--- src/rtl/fifo_ser_pkg.sv ---
// Shared types for the FIFO-to-serial bit serializer.
package fifo_ser_pkg;

  typedef enum logic [1:0] {
    IDLE,
    FETCH,
    SHIFT
  } ser_state_t;

  localparam int DEFAULT_WIDTH = 32;

endpackage

--- src/rtl/fifo_bit_serializer.sv ---
// Pops WIDTH-bit words from a registered-read FIFO and shifts them out MSB-first
// on a valid/ready serial port. Define SER_PARITY_EN to append an even-parity beat.
module fifo_bit_serializer
  import fifo_ser_pkg::*;
#(
  parameter int WIDTH = DEFAULT_WIDTH,
  parameter int CNT_W = $clog2(WIDTH + 1)
) (
  input  logic             clk,
  input  logic             reset,
  input  logic             fifo_empty,
  output logic             fifo_rd_en,
  input  logic [WIDTH-1:0] fifo_data,
  input  logic             ser_ready,
  output logic             ser_valid,
  output logic             ser_data,
  output logic             ser_last,
  output logic             busy
);

`ifdef SER_PARITY_EN
  localparam logic [CNT_W-1:0] LAST_CNT = CNT_W'(WIDTH);
`else
  localparam logic [CNT_W-1:0] LAST_CNT = CNT_W'(WIDTH - 1);
`endif

  ser_state_t       state_reg, state_next;
  logic [WIDTH-1:0] shreg_reg, shreg_next;
  logic [CNT_W-1:0] count_reg, count_next;
  logic             at_last;
  logic             cur_bit;

`ifdef SER_PARITY_EN
  logic parity_reg, parity_next;

  // Parity is latched with the word so it survives the shifting.
  always_ff @(posedge clk) begin
    if (reset) begin
      parity_reg <= 1'b0;
    end else begin
      parity_reg <= parity_next;
    end
  end

  always_comb begin
    parity_next = parity_reg;
    if (state_reg == FETCH) begin
      parity_next = ^fifo_data;
    end
  end

  assign cur_bit = (count_reg == LAST_CNT) ? parity_reg : shreg_reg[WIDTH-1];
`else
  assign cur_bit = shreg_reg[WIDTH-1];
`endif

  assign at_last = (count_reg == LAST_CNT);

  always_ff @(posedge clk) begin
    if (reset) begin
      state_reg <= IDLE;
      shreg_reg <= '0;
      count_reg <= '0;
    end else begin
      state_reg <= state_next;
      shreg_reg <= shreg_next;
      count_reg <= count_next;
    end
  end

  always_comb begin
    state_next = state_reg;
    shreg_next = shreg_reg;
    count_next = count_reg;
    fifo_rd_en = 1'b0;
    ser_valid  = 1'b0;
    ser_data   = 1'b0;
    ser_last   = 1'b0;
    busy       = (state_reg != IDLE);

    case (state_reg)
      IDLE: begin
        if (!fifo_empty && !reset) begin
          fifo_rd_en = 1'b1;
          state_next = FETCH;
        end
      end

      FETCH: begin
        // Read data arrives one cycle after the pop strobe.
        shreg_next = fifo_data;
        count_next = '0;
        state_next = SHIFT;
      end

      SHIFT: begin
        ser_valid = 1'b1;
        ser_data  = cur_bit;
        ser_last  = at_last;
        if (ser_ready) begin
          shreg_next = {shreg_reg[WIDTH-2:0], 1'b0};
          if (at_last) begin
            // Prefetch the next word so the inter-word gap is the FETCH cycle only.
            if (!fifo_empty && !reset) begin
              fifo_rd_en = 1'b1;
              state_next = FETCH;
            end else begin
              state_next = IDLE;
            end
          end else begin
            count_next = count_reg + CNT_W'(1);
          end
        end
      end

      default: begin
        state_next = IDLE;
      end
    endcase
  end

endmodule

--- config.mk ---
export PLATFORM = sky130hd
export DESIGN_NAME = fifo_bit_serializer
export DESIGN_NICKNAME = d
export VERILOG_FILES = /design/src/rtl/fifo_ser_pkg.sv /design/src/rtl/fifo_bit_serializer.sv
export SDC_FILE = /design/constraint.sdc
export NUM_CORES = 1
export LEC_CHECK = 0
export ABC_AREA = 1
export CELL_PAD_IN_SITES_DETAIL_PLACEMENT = 1
export CELL_PAD_IN_SITES_GLOBAL_PLACEMENT = 2
export CORE_AREA = 2 2 86 88
export DETAILED_ROUTE_END_ITERATION = 6
export DIE_AREA = 0 0 88 90
export PLACE_DENSITY = 0.76
export SYNTH_ARGS = -nofsm -noshare
export SYNTH_HDL_FRONTEND = slang
export SYNTH_SLANG_ARGS = --single-unit
--- constraint.sdc ---
create_clock -name clk -period 1.5 [get_ports clk]
set_input_delay 0.15 -clock clk [delete_from_list [all_inputs] [get_ports clk]]
set_output_delay 0.15 -clock clk [all_outputs]
set_load 0.05 [all_outputs]
* After elaboration in Yosys (flattened, before gate mapping)
Cells that the tools add are included.
Operators by class: $add $sub $neg 1, multiplexer cells 17, eq/ne operators 7, reductions and logical operators 9
Operators by type and width (number):
- $pmux 32 s2 | 1
- $mux 32 | 1
- $mux 6 | 2
- $pmux 6 s2 | 1
- $ne 2x2->1 const B | 4
- $mux 1 | 7
- $add 6x1->6 const B | 1
- $eq 6x5->1 const B | 1
- $mux 2 | 3
- $pmux 2 s3 | 1
- $reduce_and 3->1 | 2
- $reduce_bool 2->1 | 2
- $eq 2x1->1 const B | 1
- $eq 2x2->1 const B | 1
- $logic_not 1->1 | 2
- $logic_not 2->1 | 1
- $pmux 1 s2 | 1
- $reduce_and 2->1 | 1
- $logic_and 1x1->1 | 1
Storage, ports and cells: bits in registers 40, bits of input ports 36, logic and storage cells 37, output and inout port bits 5

* Logic depth before layout (Yosys ltp)
word-level depth 6, depth in mapped cells 9, depth with buffers taken out 9

* Least setup slack after synthesis
OpenSTA, ideal clock, no wires.
path type flip-flop to output port, start point reg count_reg[1], end point out fifo_rd_en, arrival 1.571 ns, stages on the path, launching flop included 8, required time 1.350 ns, buffers on the path 0, slack -0.221 ns, path through dfxtp_1 > ha_1 > nand2_1 > nor2_1 > nand2_1 > nand2_1 > nand3_1 > nor2_1
Between the ends: cells in the longest elaborated chain, start to end 4
RTL lines:
- from (decl) | line fifo_bit_serializer.sv:29 | logic [CNT_W-1:0] count_reg, count_next;
- from (signal assigned) | line fifo_bit_serializer.sv:67 | count_reg <= count_next;
- $eq 6x5->1 | line fifo_bit_serializer.sv:57 | assign at_last = (count_reg == LAST_CNT);
- $mux 1 | line fifo_bit_serializer.sv:102 | if (at_last) begin
- $mux 1 | line fifo_bit_serializer.sv:100 | if (ser_ready) begin
- $pmux 1 s2 | line fifo_bit_serializer.sv:81 | case (state_reg)
- to (decl) | line fifo_bit_serializer.sv:12 | output logic fifo_rd_en,
No other way between the ends.

* Worst setup path after layout
Ends and elaborated chain as after synthesis.

==> metrics.txt <==
outcome finished with violations; violated checks setup timing; number of buffers added on ports 40; post-DR vias/cell 4.61; CP required 1350 ps; Hold Path Class input port to flop; largest net degree at the start of global routing 47; Final period util 105%; num ports 41; top post-synthesis cells by area dfxtp_1, nand2_1, a31oi_1; Ant. Diodes 0; Post-Syn Instances 256; most common cell after layout, fill and taps aside nand2_1; CTS root buffer clkbuf_8; register area share after synthesis 43.5%; final worst path period need 1570 ps; CTS clk-pin slew, worst paths 80 ps; hold_ws 426 ps; Startpoint Class flop; Final HPWL DP 3.40 mm; CP bufs+invs 1; #FFs+latches synth 40; Area growth syn-to-layout 48.7%; min-delay src fifo_data[10]; cell at the slowest stage of the critical path dfxtp_2; Cell Pwr Density 1720 nW/µm²; first-pass GRT wire length 8.51 mm; DR DRC count 0; max FFs per register 32; CP dominant cell by count nand2_2; post-synth net total 293; FP Rows 31; Warnings, synthesis 0; Placement Cell Area 2460 µm²; CP peak stage delay 350 ps; Die Width 88 µm; CTS Buffer Depth 2; DR vias 1913; DR pass1 iterations 4; Num CTS Buffers 5; peak supply drop 0.00130 V; wire length per cell 12.7 µm; Design Area, Final 2740 µm²; Final Hold Viols 0; max frequency 637 MHz; Starting Density 26.2%; number of hold buffers added after CTS 0; Detailed Route Iter0 Violations 63; Routed Antenna Nets 0; critical path type flop to primary output; clk_lat worst skew 290 ps; Slew Limit Headroom 83.6%; die area 7920 µm²; Yosys top cell by area dfxtp_1; area fraction of the dominant cell type after synthesis 43.5%; RSZ-0062 raised after global routing yes; H-tree level count 2; endpoint class of the critical path primary output; layout cell share with drive strength beyond 1 19.6%; CTS tree done; Vert. Die Dim 90 µm; initial antenna violation count 0; Total GRT Usage 13.3%; total global routing overflow 0; final setup violation count 2; vias in the first global route 1859; Reg-to-Reg Start count_reg[1]; Max Slew Vio Count 0; leak pwr 0.00108 µW; Critical Path Start count_reg[1]; clk sink count 40; delay-heaviest family, CP simple AND/OR/NAND/NOR gates; commonest cells after routing, fill and taps aside nand2_1, dfxtp_1, clkdlybuf4s50_1; Mapped Avg Cell Area 7.19 µm²; critical-path cell list ha_4, nand2_2, nor2_2, nand2_2, nand2_2, nand3_4, nor2_4, buf_12; GP Congestion 0.734; final setup margin -69.5 ps; crit path DAT 1420 ps; distinct cell type count after synthesis 23; aggregate routed wire length 5.27 mm; Max Clock Skew 3.21 ps; # Max-Cap Violations 0; Worst-Margin Slew 246 ps; Max FO, Critical Path 3; nets 352; fin util 39.0%; total core area 7020 µm²; Syn Std Cell Area 1840 µm²
==> path summary, 6_finish.rpt <==
| check | to | slack, ps | cells past startpoint |
|---|---|---|---|
| min reg2reg | shreg_reg[3] | 480 | 2 |
| max | fifo_rd_en | -70 | 8 |
| min | shreg_reg[10] | 430 | 3 |
| max reg2reg | state_reg[1] | 80 | 10 |
==> kinds of logic (layout without fill, tap and decap cells) <==
kind of cell | after synthesis | after routing | share of synthesized area, %
AOI/OAI and AO/OA | 71 | 71 | 21.7
adders and majority gates | 1 | 1 | 0.680
buffers and inverters | 28 | 88 | 8.02
and+or+nand+nor | 116 | 116 | 26.1
DFF | 40 | 40 | 43.5
==> synthesized netlist by cell type (all sizes together) <==
master	number
o21ai	32
nand3	11
clkbuf	4
a21oi	6
buf	13
ha	1
nor2	16
a31oi	31
nand4	1
o21bai	2
nor3	1
or2	1
dfxtp	40
inv	11
nand2	86
==> area by class of cell <==
class / count / area (µm²)
Clock buffer: 7 / 86.3
Clock inverter: 1 / 7.51
Fill cell: 872 / 4280
Inverter: 11 / 48.8
Multi-Input combinational cell: 188 / 957
Sequential cell: 40 / 805
Tap cell: 99 / 124
Timing Repair Buffer: 69 / 709
==> through the flow <==
stage / power [µW] / setup slack [ps] / instances / TNS (ps)
after global routing: 5070 / -155 / 415 / -395
after global placement: 3560 / -19.8 / 395 / -19.8
after detailed placement: 3600 / -40.1 / 395 / -40.1
after floorplan: 2960 / -23.1 / 256 / -23.1
after CTS: 4520 / -164 / 412 / -243
final: 4700 / -69.5 / 415 / -107
==> worst register-to-register path, stage by stage, from the launching register on <==
cell and delay (ps):
dfxtp_2 350, ha_4 140, nand2_2 60, nor2_2 100
nand2_2 70, nand2_2 80, nand3_4 80, buf_4 140
buf_4 130, o21ai_1 120, inv_1 50
==> report_power, final <==
group / total [µW] / switching, µW / internal, µW
combinational: 2280 / 1290 / 998
sequential: 1670 / 209 / 1460
clock: 744 / 370 / 374
==> layer usage <==
layer	wire, µm	vias up	global-route usage, %
li1	-	983	-
met5	0	-	0
met4	70	0	4.49
met1	2610	893	18.6
met2	2400	31	19.9
met3	192	6	2.94
==> timing repair <==
| action | in CTS | in global routing |
|---|---|---|
| setup buffers | 9 | 2 |
| gates cloned | 0 | 1 |
| gates resized for setup | 12 | 11 |
| pin swaps | 4 | 3 |
| setup endpoints to repair | 4 | 28 |
Note: power is estimated with default switching activity, not from simulation.
